File: config.mk
export PLATFORM = sky130hd
export DESIGN_NAME = mi_arb2
export DESIGN_NICKNAME = d
export VERILOG_FILES = /design/src/rtl/mi_arb2.sv
export SDC_FILE = /design/constraint.sdc
export NUM_CORES = 1
export LEC_CHECK = 0
export ABC_AREA = 1
export CAP_MARGIN = 20
export CELL_PAD_IN_SITES_DETAIL_PLACEMENT = 1
export CELL_PAD_IN_SITES_GLOBAL_PLACEMENT = 2
export CORE_AREA = 3 3 146 148
export DETAILED_ROUTE_END_ITERATION = 12
export DIE_AREA = 0 0 149 151
export GPL_ROUTABILITY_DRIVEN = 0
export GPL_TIMING_DRIVEN = 0
export PLACE_DENSITY = 0.91
export REMOVE_ABC_BUFFERS = 1
export SLEW_MARGIN = 20
export SYNTH_ARGS = -nofsm -noshare
export SYNTH_HDL_FRONTEND = slang
export SYNTH_SLANG_ARGS = --single-unit
File: constraint.sdc
create_clock -name clk -period 2.1 [get_ports clk]
set_input_delay 0.42 -clock clk [delete_from_list [all_inputs] [get_ports clk]]
set_output_delay 0.42 -clock clk [all_outputs]
set_load 0.01 [all_outputs]
File: src/rtl/mi_arb2.sv
// rtl/mi_arb2.sv - two-requester arbiter onto one memory interface
// Single outstanding transaction; port 0 preferred, port 1 protected from starvation.
module mi_arb2 #(
  parameter int STARVE_MAX = 4
) (
  input  logic        clk,
  input  logic        rst,

  input  logic [31:0] p0_addr,
  input  logic [6:0]  p0_len,
  input  logic        p0_rw,
  input  logic        p0_valid,
  output logic        p0_ready,
  input  logic [31:0] p0_wdata,
  output logic        p0_wack,
  output logic        p0_wlast,
  output logic [31:0] p0_rdata,
  output logic        p0_rstb,
  output logic        p0_rlast,

  input  logic [31:0] p1_addr,
  input  logic [6:0]  p1_len,
  input  logic        p1_rw,
  input  logic        p1_valid,
  output logic        p1_ready,
  input  logic [31:0] p1_wdata,
  output logic        p1_wack,
  output logic        p1_wlast,
  output logic [31:0] p1_rdata,
  output logic        p1_rstb,
  output logic        p1_rlast,

  output logic [31:0] mi_addr,
  output logic [6:0]  mi_len,
  output logic        mi_rw,
  output logic        mi_valid,
  input  logic        mi_ready,
  output logic [31:0] mi_wdata,
  input  logic        mi_wack,
  input  logic        mi_wlast,
  input  logic [31:0] mi_rdata,
  input  logic        mi_rstb,
  input  logic        mi_rlast
);

  localparam logic [3:0] STARVE_LIM = 4'(STARVE_MAX);

  typedef enum logic [1:0] {IDLE, CMD, RD, WR} state_t;

  state_t     state;
  state_t     state_nxt;
  logic       gnt;
  logic       gnt_nxt;
  logic [3:0] starve_cnt;
  logic [3:0] starve_nxt;
  logic       pick_p1;
  logic       in_cmd;
  logic       in_rd;
  logic       in_wr;

  always_ff @(posedge clk or posedge rst) begin
    if (rst) begin
      state      <= IDLE;
      gnt        <= 1'b0;
      starve_cnt <= 4'd0;
    end else begin
      state      <= state_nxt;
      gnt        <= gnt_nxt;
      starve_cnt <= starve_nxt;
    end
  end

  always_comb begin
    state_nxt  = state;
    gnt_nxt    = gnt;
    starve_nxt = starve_cnt;
    pick_p1    = p1_valid & (~p0_valid | (starve_cnt == STARVE_LIM));
    case (state)
      IDLE: begin
        if (p0_valid | p1_valid) begin
          state_nxt = CMD;
          gnt_nxt   = pick_p1;
          // Count only port-0 wins that actually made port 1 wait.
          if (pick_p1)
            starve_nxt = 4'd0;
          else if (p1_valid && starve_cnt != 4'hf)
            starve_nxt = starve_cnt + 4'd1;
        end
      end
      CMD: begin
        if (mi_ready)
          state_nxt = mi_rw ? RD : WR;
      end
      RD: begin
        if (mi_rstb & mi_rlast)
          state_nxt = IDLE;
      end
      WR: begin
        if (mi_wack & mi_wlast)
          state_nxt = IDLE;
      end
      default: state_nxt = IDLE;
    endcase
  end

  assign in_cmd = (state == CMD);
  assign in_rd  = (state == RD);
  assign in_wr  = (state == WR);

  assign mi_valid = in_cmd;
  assign mi_addr  = gnt ? p1_addr : p0_addr;
  assign mi_len   = gnt ? p1_len  : p0_len;
  assign mi_rw    = gnt ? p1_rw   : p0_rw;

  assign p0_ready = in_cmd & ~gnt & mi_ready;
  assign p1_ready = in_cmd &  gnt & mi_ready;

  // Strobes outside the owning state are dropped, which also covers spurious beats.
  assign p0_rdata = mi_rdata;
  assign p1_rdata = mi_rdata;
  assign p0_rstb  = in_rd & ~gnt & mi_rstb;
  assign p1_rstb  = in_rd &  gnt & mi_rstb;
  assign p0_rlast = in_rd & ~gnt & mi_rlast;
  assign p1_rlast = in_rd &  gnt & mi_rlast;

  assign mi_wdata = (in_wr & gnt) ? p1_wdata : p0_wdata;
  assign p0_wack  = in_wr & ~gnt & mi_wack;
  assign p1_wack  = in_wr &  gnt & mi_wack;
  assign p0_wlast = in_wr & ~gnt & mi_wlast;
  assign p1_wlast = in_wr &  gnt & mi_wlast;

endmodule

==> results of run 1 <==
[critical path: stages, from the launching register on]
cell	delay (ns)
dfrtp_2	0.37
buf_12	0.15
nand3_4	0.12
buf_12	0.17
buf_6	0.12
mux2_4	0.30
buf_2	0.15
[routing by layer]
layer  routed length, µm  share of wire [%]
met5                  97               0.68
met4                 126               0.88
met3                2930                 21
met2                5830                 41
met1                5260                 37
[layout make-up]
cell class / instances / area (µm²)
clock buffers: 4 / 78.8
repair buffers: 252 / 2500
well taps: 270 / 338
flip-flops and latches: 7 / 179
multi-input cells: 216 / 1230
fillers: 2434 / 15800
inverters: 16 / 86.3
[logic make-up (layout without fill, tap and decap cells)]
group                      Yosys count  after routing  share of synthesized area, %
DFF                                  7              7                          8.74
muxes                               32             32                          23.2
AOI/OAI and AO/OA                   10             10                          2.50
xor gates and xnor gates             1              1                         0.437
buffers and inverters               93            272                          30.7
adders and majority gates            2              2                          1.25
and+or+nand+nor                    170            171                          33.2
[registers in the layout (all words and copies together), names as in the netlist]
| signal | flops |
|---|---|
| starve_cnt | 4 |
| state | 2 |
| gnt | 1 |
[power by group through the flow]
stage | combinational, mW | sequential (mW) | clock (mW)
after global placement | 2.23 | 0.403 | 0
after global routing | 2.75 | 0.319 | 0.335
after CTS | 2.54 | 0.307 | 0.327
final | 2.49 | 0.303 | 0.320
after floorplan | 0.953 | 0.326 | 0
after detailed placement | 2.35 | 0.323 | 0
[stage by stage]
step | setup WS [ns] | cells | hold slack (ns)
global placement | -2.84 | 743 | 0.502
global route | 0.0000726 | 765 | 0.467
detailed placement | -0.740 | 744 | 0.507
finish | 0.0554 | 765 | 0.419
floorplan | -0.681 | 238 | 0.223
CTS | -0.0489 | 763 | 0.427
[worst max path at each step]
stage,end,from,cells past startpoint,slack [ns]
finish,mi_wdata[8],gnt,6,0.06
global route,mi_wdata[27],gnt,6,0.00007
CTS,mi_wdata[8],gnt,6,-0.05
detailed placement,mi_wdata[27],gnt,4,-0.74
global placement,p0_rlast,gnt,4,-2.84
floorplan,p0_rlast,gnt,3,-0.68
[timing repair]
action	in CTS	in global routing
buffers inserted	13	0
pin swaps	0	0
gates cloned	2	2
endpoints found under the setup margin	83	32
resized for setup	97	42
[cells in the final DEF, fill, tap and decap left out, types with 2 or more instances in the layout]
master           instances
clkdlybuf4s50_1        171
nand2_1                144
mux2_4                  28
dlygate4sd2_1           26
nor2_1                  16
clkbuf_2                16
inv_1                   15
o21ai_0                  9
clkdlybuf4s15_1          9
nand3_1                  8
dlymetal6s2s_1           6
buf_6                    6
clkbuf_16                5
buf_12                   5
buf_2                    5
buf_4                    5
mux2_2                   4
dfrtp_1                  4
dfrtp_2                  3
nand3_4                  2
ha_1                     2
==> results.sh, run 1 <==
export IMPL_reg2reg_slack_ns=0.64
export IMPL_synth_ff_type="dfrtp_1"
export IMPL_port_buffers=235
export IMPL_async_flop_share_pct=100
export IMPL_die_area_mm2=0.0225
export IMPL_grt_usage_pct=11.5
export IMPL_cts_tree="done"
export IMPL_die_h_um=151
export IMPL_dpl_hpwl_mm=11.8
export IMPL_first_pass_iters=4
export IMPL_path_clk_slew_ns=0.03
export IMPL_grt_pass1_wl_mm=18.7
export IMPL_cp_data_required_time_ns=1.68
export IMPL_grt_met2_usage_pct=16.7
export IMPL_seq_area_frac_synth_pct=8.74
export IMPL_cp_arrival_ns=1.62
export IMPL_rows=52
export IMPL_synth_commonest_cells="144 x nand2_1, 64 x buf_4, 28 x mux2_4"
export IMPL_setup_violations=0
export IMPL_stdcell_area_mm2=0.00441
export IMPL_vdd_drop_max_v=0.000252
export IMPL_grt_max_degree=44
export IMPL_synth_seq_cells=7
export IMPL_dieWidth_um=149
export IMPL_drc=0
export IMPL_ioPinCount=332
export IMPL_p_leak_nw=2.18
export IMPL_worst_pin_slew_ns=0.268
export IMPL_clkLatencyLatePin_ns=0.23
export IMPL_end_kind="primary output"
export IMPL_first_iter_violations=44
export IMPL_reg2reg_from="starve_cnt[1]"
export IMPL_antenna_found_initial=1
export IMPL_via_per_inst=3.56
export IMPL_dpl_cell_area_mm2=0.00416
export IMPL_core_area_mm2=0.0202
export IMPL_area_delta_synth_final_pct=120
export IMPL_start_kind="flip-flop"
export IMPL_synth_cells=315
export IMPL_synth_top_area_share_pct=27.0
export IMPL_pwr_density_cell_mw_per_mm2=706
export IMPL_routedWlPerCell_um=18.6
export IMPL_yosysMostFrequentCell="nand2_1"
export IMPL_grt_pass1_vias=2791
export IMPL_min_period_ns=2.04
export IMPL_slew_headroom_pct=82.1
export IMPL_synthTopCellsByArea="nand2_1 27%, buf_4 24%, mux2_4 21%"
export IMPL_groute_layer_met1_usage_pct=12.2
export IMPL_via_count=2721
export IMPL_slew_viol_final=0
export IMPL_switchingPower_mw=1.34
export IMPL_yosysTopAreaCell="nand2_1"
export IMPL_netlist_cell_type_count=18
export IMPL_n_antenna_cell=0
export IMPL_synth_area_mm2=0.00200
export IMPL_status="completed"
export IMPL_global_route_usage_met3_pct=10.7
export IMPL_ant_nets=0
export IMPL_timing_final_hold_violations=0
export IMPL_critical_path_class="reg -> out"
export IMPL_drive_gt1_share_pct=16.4
export IMPL_grt_remaining_overflow=0
export IMPL_skew_ns=0.000729
export IMPL_reg2reg_to="starve_cnt[3]"
export IMPL_cp_max_fo=5
export IMPL_fin_crit_sh_pct=97.4
export IMPL_nets=683
export IMPL_fin_util_pct=21.9
export IMPL_p_comb_share_pct=80.0
export IMPL_cts_hold_buf=0
export IMPL_maxCapViolCount=0
export IMPL_power_total_mw=3.11
export IMPL_p_int_mw=1.77
export IMPL_grt_setup_unrepaired="false"
export IMPL_power_share_sequential_pct=9.7
export IMPL_cts_buffers_inserted=3
export IMPL_busiest_layer="met2"
export IMPL_synth_edff_count=0
export IMPL_yosys_warnings=0
export IMPL_swShare_pct=43.2
export IMPL_start_util_pct=9.93
export IMPL_cts_buffer_depth=2
export IMPL_synth_area_per_cell_um2=6.36
export IMPL_cts_htree_levels=1
export IMPL_cts_sinks=7
export IMPL_setup_tns_ns=0
export IMPL_reg2reg_depth=8
export IMPL_drt_wl_total_mm=14.2
export IMPL_fmax_mhz=489
export IMPL_hold_path_class="in -> async"
export IMPL_cts_root_buf="clkbuf_16"
export IMPL_power_share_clock_pct=10.3
Power figures use the tool's default switching activity.
==> run 2, diff against run 1 <==
--- a/config.mk
+++ b/config.mk
@@ -9,9 +9,9 @@
 export CAP_MARGIN = 20
 export CELL_PAD_IN_SITES_DETAIL_PLACEMENT = 1
 export CELL_PAD_IN_SITES_GLOBAL_PLACEMENT = 2
-export CORE_AREA = 3 3 146 148
+export CORE_AREA = 4 4 147 149
 export DETAILED_ROUTE_END_ITERATION = 12
-export DIE_AREA = 0 0 149 151
+export DIE_AREA = 0 0 151 153
 export GPL_ROUTABILITY_DRIVEN = 0
 export GPL_TIMING_DRIVEN = 0
 export PLACE_DENSITY = 0.91
==> results.sh, run 2 (same netlist as run 1, synthesis figures left out) <==
export IMPL_start_kind="flip-flop"
export IMPL_reg2reg_depth=8
export IMPL_cp_data_required_time_ns=1.68
export IMPL_setup_tns_ns=0
export IMPL_cp_arrival_ns=1.64
export IMPL_cts_sinks=7
export IMPL_vdd_drop_max_v=0.000257
export IMPL_first_iter_violations=65
export IMPL_finalNonFillerCells=767
export IMPL_layout_commonest_cell="clkdlybuf4s50_1"
export IMPL_cts_buffers_inserted=3
export IMPL_critical_path_class="reg -> out"
export IMPL_via_count=2736
export IMPL_cts_hold_buf=0
export IMPL_min_period_ns=2.06
export IMPL_largest_reg_flops=4
export IMPL_end_kind="primary output"
export IMPL_stdcell_area_mm2=0.00446
export IMPL_final_cell_mix="153 x clkdlybuf4s50_1, 144 x nand2_1, 54 x dlygate4sd2_1, 29 x mux2_4, 16 x nor2_1"
export IMPL_fmax_mhz=485
export IMPL_reg2reg_from="starve_cnt[0]"
export IMPL_p_comb_share_pct=79.6
export IMPL_swShare_pct=44.8
export IMPL_cp_max_fo=5
export IMPL_power_total_mw=3.08
export IMPL_slew_headroom_pct=80.3
export IMPL_nets=685
export IMPL_antenna_found_initial=0
export IMPL_grt_pass1_wl_mm=19.8
export IMPL_top_register="starve_cnt"
export IMPL_first_pass_iters=4
export IMPL_p_leak_nw=2.20
export IMPL_status="completed"
export IMPL_grt_remaining_overflow=0
export IMPL_clkLatencyLatePin_ns=0.23
export IMPL_largestRegisters="starve_cnt (4), state (2), gnt (1)"
export IMPL_dieWidth_um=151
export IMPL_grt_max_degree=44
export IMPL_timing_final_hold_violations=0
export IMPL_switchingPower_mw=1.38
export IMPL_pwr_density_cell_mw_per_mm2=691
export IMPL_grt_pass1_vias=2847
export IMPL_fin_util_pct=22.1
export IMPL_grt_usage_pct=11.8
export IMPL_die_area_mm2=0.0231
export IMPL_routedWlPerCell_um=19.3
export IMPL_drive_gt1_share_pct=16.3
export IMPL_ioPinCount=332
export IMPL_via_per_inst=3.57
export IMPL_setup_violations=0
export IMPL_worst_pin_slew_ns=0.295
export IMPL_fin_crit_sh_pct=98.2
export IMPL_drt_wl_total_mm=14.8
export IMPL_reg2reg_to="starve_cnt[3]"
export IMPL_cts_htree_levels=1
export IMPL_core_area_mm2=0.0202
export IMPL_area_delta_synth_final_pct=122
export IMPL_port_buffers=235
export IMPL_n_antenna_cell=0
export IMPL_power_share_clock_pct=10.6
export IMPL_power_share_sequential_pct=9.8
export IMPL_slew_viol_final=0
export IMPL_reg2reg_slack_ns=0.71
export IMPL_path_clk_slew_ns=0.04
export IMPL_drc=0
export IMPL_dpl_hpwl_mm=12.2
export IMPL_die_h_um=153
export IMPL_ant_nets=0
export IMPL_skew_ns=0.00156
export IMPL_cts_root_buf="clkbuf_16"
export IMPL_dp_cells=744
export IMPL_cts_tree="done"
export IMPL_dpl_cell_area_mm2=0.00416
export IMPL_start_util_pct=9.93
export IMPL_fill_cells=2434
export IMPL_rows=52
export IMPL_p_int_mw=1.70
export IMPL_cts_buffer_depth=2
export IMPL_hold_path_class="in -> async"
export IMPL_maxCapViolCount=0
[run 2: cell types whose count changed in the layout (fill, tap and decap cells not counted), sizes merged]
cell,delta
buf,+11
clkdlybuf4s15,+3
clkdlybuf4s50,-18
dlygate4sd2,+28
dlymetal6s2s,-6
clkbuf,-16
[run 2: final cells by class]
type	instances	area, µm²	share of cell area (%)
well taps	270	338	7.58
repair buffers	254	2530	56.9
flip-flops and latches	7	179	4.02
inverters	16	86.3	1.94
multi-input cells	216	1240	27.8
clock buffers	4	78.8	1.77
[run 2: how the worst max path moves through the flow]
stage          startpoint           to  slack, ns
3_5_place_dp          gnt  mi_wdata[0]      -0.74
5_1_grt               gnt  mi_wdata[5]     -0.001
3_3_place_gp          gnt     p0_wlast      -2.81
4_1_cts               gnt  mi_wdata[7]      -0.06
2_1_floorplan         gnt     p0_rlast      -0.68
6_report              gnt  mi_wdata[5]       0.04
[run 2: power by group through the flow]
stage / registers (mW) / logic, mW / clock network [mW]
2_1_floorplan: 0.326 / 0.953 / 0
3_3_place_gp: 0.402 / 2.24 / 0
3_5_place_dp: 0.325 / 2.37 / 0
4_1_cts: 0.301 / 2.49 / 0.333
5_1_grt: 0.313 / 2.71 / 0.335
6_report: 0.301 / 2.45 / 0.327
[run 2: what timing repair did]
item	CTS	global route
setup endpoints to repair	83	7
cloned	5	1
buffers inserted	14	0
resized for setup	146	15
[run 2: per-layer routing]
| metal | up-vias | share of wire (%) | track usage [%] |
|---|---|---|---|
| li1 | 1279 | - | - |
| met5 | - | 1.8 | 8.48 |
| met3 | 14 | 22 | 10.9 |
| met1 | 1194 | 34 | 11.6 |
| met2 | 245 | 42 | 17.9 |
| met4 | 4 | 0.87 | 1.68 |
[run 2: through the flow]
stage	hold slack, ns	setup slack [ns]
floorplan	0.223	-0.681
global placement	0.503	-2.81
detailed placement	0.502	-0.740
CTS	0.443	-0.0559
global route	0.466	-0.00127
finish	0.429	0.0385
[run 2: critical path: stages, from the launching register on]
cell and delay (ns):
dfrtp_2 0.41, buf_12 0.14, nand3_4 0.13, buf_12 0.15, mux2_4 0.29, dlygate4sd2_1 0.28
